$ cat src/rtl/frame_sequencer.sv
// Serial frame controller: hunts for a sync byte, deserializes control/A/B fields MSB first,
// issues one operation over valid/ready and waits for completion with a timeout.
module frame_sequencer #(
  parameter logic [7:0]  PATTERN = 8'h5A,
  parameter int unsigned TIMEOUT = 256
) (
  input  logic        clk,
  input  logic        reset,
  input  logic        din,
  input  logic        abort,
  input  logic        op_ready,
  input  logic        op_done,
  output logic        op_valid,
  output logic [7:0]  op_code,
  output logic [15:0] op_a,
  output logic [15:0] op_b,
  output logic        busy,
  output logic        sync_det,
  output logic        frame_err,
  output logic        timeout_err,
  output logic [7:0]  frame_count,
  output logic [7:0]  err_count
);

  localparam int unsigned TmoW = (TIMEOUT > 2) ? $clog2(TIMEOUT) : 1;
  localparam logic [TmoW-1:0] TmoLast = TmoW'(TIMEOUT - 1);

  typedef enum logic [2:0] {
    StHunt,
    StCtrl,
    StOpa,
    StOpb,
    StIssue,
    StWaitDone
  } state_e;

  state_e state_q, state_d;

  logic [7:0]      window_q, window_d;
  logic [3:0]      bit_cnt_q, bit_cnt_d;
  logic [TmoW-1:0] tmo_cnt_q, tmo_cnt_d;
  logic [7:0]      op_code_q, op_code_d;
  logic [15:0]     op_a_q, op_a_d;
  logic [15:0]     op_b_q, op_b_d;
  logic [7:0]      frame_count_q, frame_count_d;
  logic [7:0]      err_count_q, err_count_d;
  logic            sync_det_q, sync_det_d;
  logic            frame_err_q, frame_err_d;
  logic            timeout_err_q, timeout_err_d;

  logic [7:0] hunt_word;
  logic [7:0] ctrl_word;
  logic       hunt_full;
  logic       sync_hit;
  logic       ctrl_legal;
  logic       byte_last;
  logic       word_last;
  logic       tmo_hit;
  logic [7:0] err_count_inc;

  // In HUNT the bit counter tracks window fill, so a match needs 8 fresh bits after any clear.
  assign hunt_word     = {window_q[6:0], din};
  assign hunt_full     = (bit_cnt_q == 4'd7);
  assign sync_hit      = hunt_full && (hunt_word == PATTERN);
  assign ctrl_word     = {op_code_q[6:0], din};
  assign ctrl_legal    = (ctrl_word[7:3] == 5'd0) && (ctrl_word[2:0] != 3'd0);
  assign byte_last     = (bit_cnt_q == 4'd7);
  assign word_last     = (bit_cnt_q == 4'd15);
  assign tmo_hit       = (tmo_cnt_q == TmoLast);
  assign err_count_inc = (err_count_q == 8'hFF) ? err_count_q : err_count_q + 8'd1;

  // State register
  always_ff @(posedge clk) begin
    if (!reset) begin
      state_q <= StHunt;
    end else begin
      state_q <= state_d;
    end
  end

  // Next-state logic
  always_comb begin
    state_d = state_q;
    if (abort) begin
      state_d = StHunt;
    end else begin
      unique case (state_q)
        StHunt:     if (sync_hit) state_d = StCtrl;
        StCtrl:     if (byte_last) state_d = ctrl_legal ? StOpa : StHunt;
        StOpa:      if (word_last) state_d = StOpb;
        StOpb:      if (word_last) state_d = StIssue;
        StIssue:    if (op_ready) state_d = StWaitDone;
        StWaitDone: if (op_done || tmo_hit) state_d = StHunt;
        default:    state_d = StHunt;
      endcase
    end
  end

  // Outputs
  always_comb begin
    op_valid    = (state_q == StIssue);
    busy        = (state_q != StHunt);
    op_code     = op_code_q;
    op_a        = op_a_q;
    op_b        = op_b_q;
    sync_det    = sync_det_q;
    frame_err   = frame_err_q;
    timeout_err = timeout_err_q;
    frame_count = frame_count_q;
    err_count   = err_count_q;
  end

  // Datapath next-state
  always_comb begin
    window_d      = window_q;
    bit_cnt_d     = bit_cnt_q;
    tmo_cnt_d     = tmo_cnt_q;
    op_code_d     = op_code_q;
    op_a_d        = op_a_q;
    op_b_d        = op_b_q;
    frame_count_d = frame_count_q;
    err_count_d   = err_count_q;
    sync_det_d    = 1'b0;
    frame_err_d   = 1'b0;
    timeout_err_d = 1'b0;
    if (abort) begin
      window_d  = '0;
      bit_cnt_d = '0;
      tmo_cnt_d = '0;
    end else begin
      unique case (state_q)
        StHunt: begin
          if (sync_hit) begin
            window_d   = '0;
            bit_cnt_d  = '0;
            sync_det_d = 1'b1;
          end else begin
            window_d = hunt_word;
            if (!hunt_full) bit_cnt_d = bit_cnt_q + 4'd1;
          end
        end
        StCtrl: begin
          op_code_d = ctrl_word;
          if (byte_last) begin
            bit_cnt_d = '0;
            if (!ctrl_legal) begin
              frame_err_d = 1'b1;
              err_count_d = err_count_inc;
            end
          end else begin
            bit_cnt_d = bit_cnt_q + 4'd1;
          end
        end
        StOpa: begin
          op_a_d    = {op_a_q[14:0], din};
          bit_cnt_d = word_last ? 4'd0 : bit_cnt_q + 4'd1;
        end
        StOpb: begin
          op_b_d    = {op_b_q[14:0], din};
          bit_cnt_d = word_last ? 4'd0 : bit_cnt_q + 4'd1;
        end
        StIssue: begin
          tmo_cnt_d = '0;
        end
        StWaitDone: begin
          // Completion takes precedence over a timeout on the same edge.
          if (op_done) begin
            frame_count_d = frame_count_q + 8'd1;
          end else if (tmo_hit) begin
            timeout_err_d = 1'b1;
            err_count_d   = err_count_inc;
          end
          tmo_cnt_d = tmo_cnt_q + 1'b1;
        end
        default: ;
      endcase
    end
  end

  // Datapath registers
  always_ff @(posedge clk) begin
    if (!reset) begin
      window_q      <= '0;
      bit_cnt_q     <= '0;
      tmo_cnt_q     <= '0;
      op_code_q     <= '0;
      op_a_q        <= '0;
      op_b_q        <= '0;
      frame_count_q <= '0;
      err_count_q   <= '0;
      sync_det_q    <= 1'b0;
      frame_err_q   <= 1'b0;
      timeout_err_q <= 1'b0;
    end else begin
      window_q      <= window_d;
      bit_cnt_q     <= bit_cnt_d;
      tmo_cnt_q     <= tmo_cnt_d;
      op_code_q     <= op_code_d;
      op_a_q        <= op_a_d;
      op_b_q        <= op_b_d;
      frame_count_q <= frame_count_d;
      err_count_q   <= err_count_d;
      sync_det_q    <= sync_det_d;
      frame_err_q   <= frame_err_d;
      timeout_err_q <= timeout_err_d;
    end
  end

endmodule
$ cat config.mk
export PLATFORM = sky130hd
export DESIGN_NAME = frame_sequencer
export DESIGN_NICKNAME = d
export VERILOG_FILES = /design/src/rtl/frame_sequencer.sv
export SDC_FILE = /design/constraint.sdc
export NUM_CORES = 1
export LEC_CHECK = 0
export BUFFER_PORTS_ARGS = -buffer_cell sky130_fd_sc_hd__buf_2
export CORE_MARGIN = 2
export CORE_UTILIZATION = 35
export DETAILED_ROUTE_END_ITERATION = 10
export PLACE_DENSITY = 0.65
export SLEW_MARGIN = 25
export SYNTH_ARGS = -nofsm -noshare
export SYNTH_HDL_FRONTEND = slang
export SYNTH_SLANG_ARGS = --single-unit
export TNS_END_PERCENT = 1
$ cat constraint.sdc
create_clock -name clk -period 4.3 [get_ports clk]
set_clock_uncertainty 0.15 [all_clocks]
set_input_delay 0 -clock clk [delete_from_list [all_inputs] [get_ports clk]]
set_output_delay 0 -clock clk [all_outputs]
set_load 0.1 [all_outputs]
==> run_results.csv <==
group,metric,value,unit
setup_path,cp_cell_sequence,"and3b_1, nand2_2, o41a_4, nor4_2, mux2i_1",
final_layout,area_growth,17.33,%
logic_synthesis,yosysUniqueCellTypes,54,
power,powerDensity,311.1,nW/um^2
final_layout,layout.cells.non_filler,625,
hold_path,hp-class,"input port to flop",
final_layout,insertedDiodeCount,0,
clock_network,clockBufferDepth,2,
sta,grt_setup_unrepaired,"false",
hold_path,worst_hold_path.num_cells,4,
setup_path,cp-start-kind,"flop",
clock_network,clkTransAtPathRegs,0.09,ns
clock_network,post_cts_buffers,0,
place,dpl.cell_count,605,
global_route,grt_pass1_vias,2847,
setup_path,r2r_cells,5,
floorplanning,ioPinCount,67,
sta,fin_crit_sh,0.6127,
floorplanning,start_util,0.3586,
logic_synthesis,synthFlopType,"dfxtp_1",
floorplanning,dieArea,11320,sq um
setup_path,critPathLaunch,"state_q[2]",
setup_path,reg2reg_from,"state_q[2]",
setup_path,max_stage_delay,0.84,ns
setup_path,worstPathRequired,4.43,ns
sta,worst_slew_pin_slew,0.8911,ns
global_route,track_usage,0.1467,
final_layout,final_util,0.4207,
logic_synthesis,ys_ff_latch,81,
logic_synthesis,synth.area.top_cells,"dfxtp_1 44%, nand2_1 11%, a21boi_1 8.2%",
sta,timing.setup.tns,0,ns
global_route,overflow,0,
clock_network,cts_buffers,9,
global_route,grt_antenna_before_repair,0,
global_route,grt_max_degree,65,
final_layout,final_common_cell,"nand2_1",
outcome,status,"finished clean",
routing,drtIter0Drc,190,
sta,period_needed,2.635,ns
logic_synthesis,yosys_warnings,0,
sta,fmax,0.3796,GHz
routing,wl,7.963,mm
final_layout,drive_gt1_frac,0.2025,
setup_path,worstSetupEndpointType,"flop",
floorplanning,fp.coreArea,10230,sq um
sta,hold_violations,0,
floorplanning,die_w,106.4,microns
routing,wl_per_cell,12.74,microns
sta,relSlewSlack,0.4059,
hold_path,worst_hold_startpoint,"op_ready",
clock_network,clk_latency,0.35,ns
clock_network,h-tree-depth,3,
global_route,grt_pass1_wl,13.23,mm
run,drv_cap,0,
floorplanning,placementRows,37,
sta,maxSlewViolCount,0,
place,portBuffers,66,
routing,vias,3117,
logic_synthesis,seq_area_frac_synth,0.4420,
sta,setup_viol,0,
setup_path,critPathMaxFanout,21,
clock_network,holdBufCountCts,4,
final_layout,nFillCells,1045,
power,leakage,0.001667,uW
power,peakVddDrop,0.0001748,V
routing,drt_pass1_iterations,4,
logic_synthesis,syn_avg_cell_area,8.591,sq um
logic_synthesis,netlist_area,3669,sq um
logic_synthesis,async_flop_share,0,
logic_synthesis,synth_cells,427,
clock_network,clock-sinks,81,
clock_network,cts-root-buf,"clkbuf_8",
clock_network,cts_tree,"yes",
logic_synthesis,yosys.area.top_type,"dfxtp_1",
setup_path,cpMaxStageDelayCell,"dfxtp_1",
place,hpwl,5.472,mm
final_layout,final_net_count,494,
setup_path,critical_path_class,"flop to flop",
floorplanning,dieHeight,106.4,microns
logic_synthesis,synth_edf_count,0,
logic_synthesis,syn_nets,437,
logic_synthesis,yosysTopAreaCellShare,0.4420,
final_layout,layout_common_cells,"111 x nand2_1, 81 x dfxtp_1, 66 x buf_2",
routing,antenna_left,0,
routing,drc,0,
routing,vias_per_cell,4.987,
place,place.gp.congestion,0.8206,
setup_path,crit_arrival,2.77,ns
clock_network,cts-resized-gates,0,
## power breakdown
| part | switching, uW | total (uW) | internal (uW) | leakage, uW |
|---|---|---|---|---|
| registers | 1.24 | 752 | 751 | 0.000653 |
| clock network | 283 | 553 | 270 | 0.0000929 |
| logic | 20.2 | 33.7 | 13.5 | 0.000921 |
| total | 304 | 1340 | 1030 | 0.00167 |
## routing by layer
metal / GRT usage / part of all wire
met1: 0.1788 / 0.46
met2: 0.2418 / 0.48
met3: 0.03433 / 0.047
met4: 0.07331 / 0.010
met5: 0 / 0
## cell families (layout without fill, tap and decap cells)
logic type                 Yosys count  count (layout)  share of synthesized area
and+or+nand+nor                    217             217                     0.3087
muxes                               10              10                    0.02763
buffers and inverters               30              92                    0.03547
AOI/OAI and AO/OA                   78              78                     0.1559
adders and majority gates            4               4                    0.01364
DFF                                 81              81                     0.4420
xor gates and xnor gates             7               7                    0.01671
## flip-flops by register name (all words and copies together), names as in the netlist
signal	cells
frame_count	8
frame_err	1
op_a	16
err_count	8
op_code	8
timeout_err	1
state_q	3
window_q	7
sync_det	1
op_b	16
bit_cnt_q	4
tmo_cnt_q	8
## cell usage after synthesis (all sizes together) (3+ instances only)
library cell  count
a31oi             7
inv               4
nand2b           10
nand3            11
and2             13
nor4              8
a21oi             9
mux2i             9
clkbuf           22
nand4bb           3
nor2             20
a211oi            4
nand2           112
nor3              7
dfxtp            81
xnor2             5
nor4b             3
ha                4
nand4             8
and3              5
or3               3
nor2b             5
buf               4
and4              3
a21boi           40
## worst paths after layout
check             slack, ns           end
setup / recovery       1.67  err_count[4]
hold / removal         0.01    state_q[0]
setup reg to reg       1.67  err_count[4]
hold reg to reg        0.31   window_q[2]
## metrics by stage
stage          setup slack, ns  power [uW]  hold WS (ns)  cell area (sq um)
6_report                 1.665        1339       0.01458               4304
5_1_grt                  1.493        1395       0.01986               4304
3_3_place_gp             1.797       800.8        0.1070               4069
2_1_floorplan            1.896       791.2      -0.07149               3669
4_1_cts                  1.674        1360       0.01779               4304
3_5_place_dp             1.705       801.8        0.1057               4069
## cell type report
| type | instances | area (sq um) | area share |
|---|---|---|---|
| flip-flops and latches | 81 | 1622 | 0.3767 |
| well taps | 136 | 170.2 | 0.03953 |
| clock inverters | 6 | 67.56 | 0.01570 |
| inverters | 4 | 15.01 | 0.003488 |
| multi-input cells | 316 | 1917 | 0.4453 |
| repair buffers | 72 | 385.4 | 0.08953 |
| clock buffers | 10 | 127.6 | 0.02965 |
## worst max-delay path: cells and delay by family, from the launching register on
| family | cells | cell delay, ns |
|---|---|---|
| compound gates | 1 | 0.44 |
| flops | 1 | 0.84 |
| mux | 1 | 0.22 |
| simple gates | 3 | 0.91 |
(Power assumes the default switching activity.)
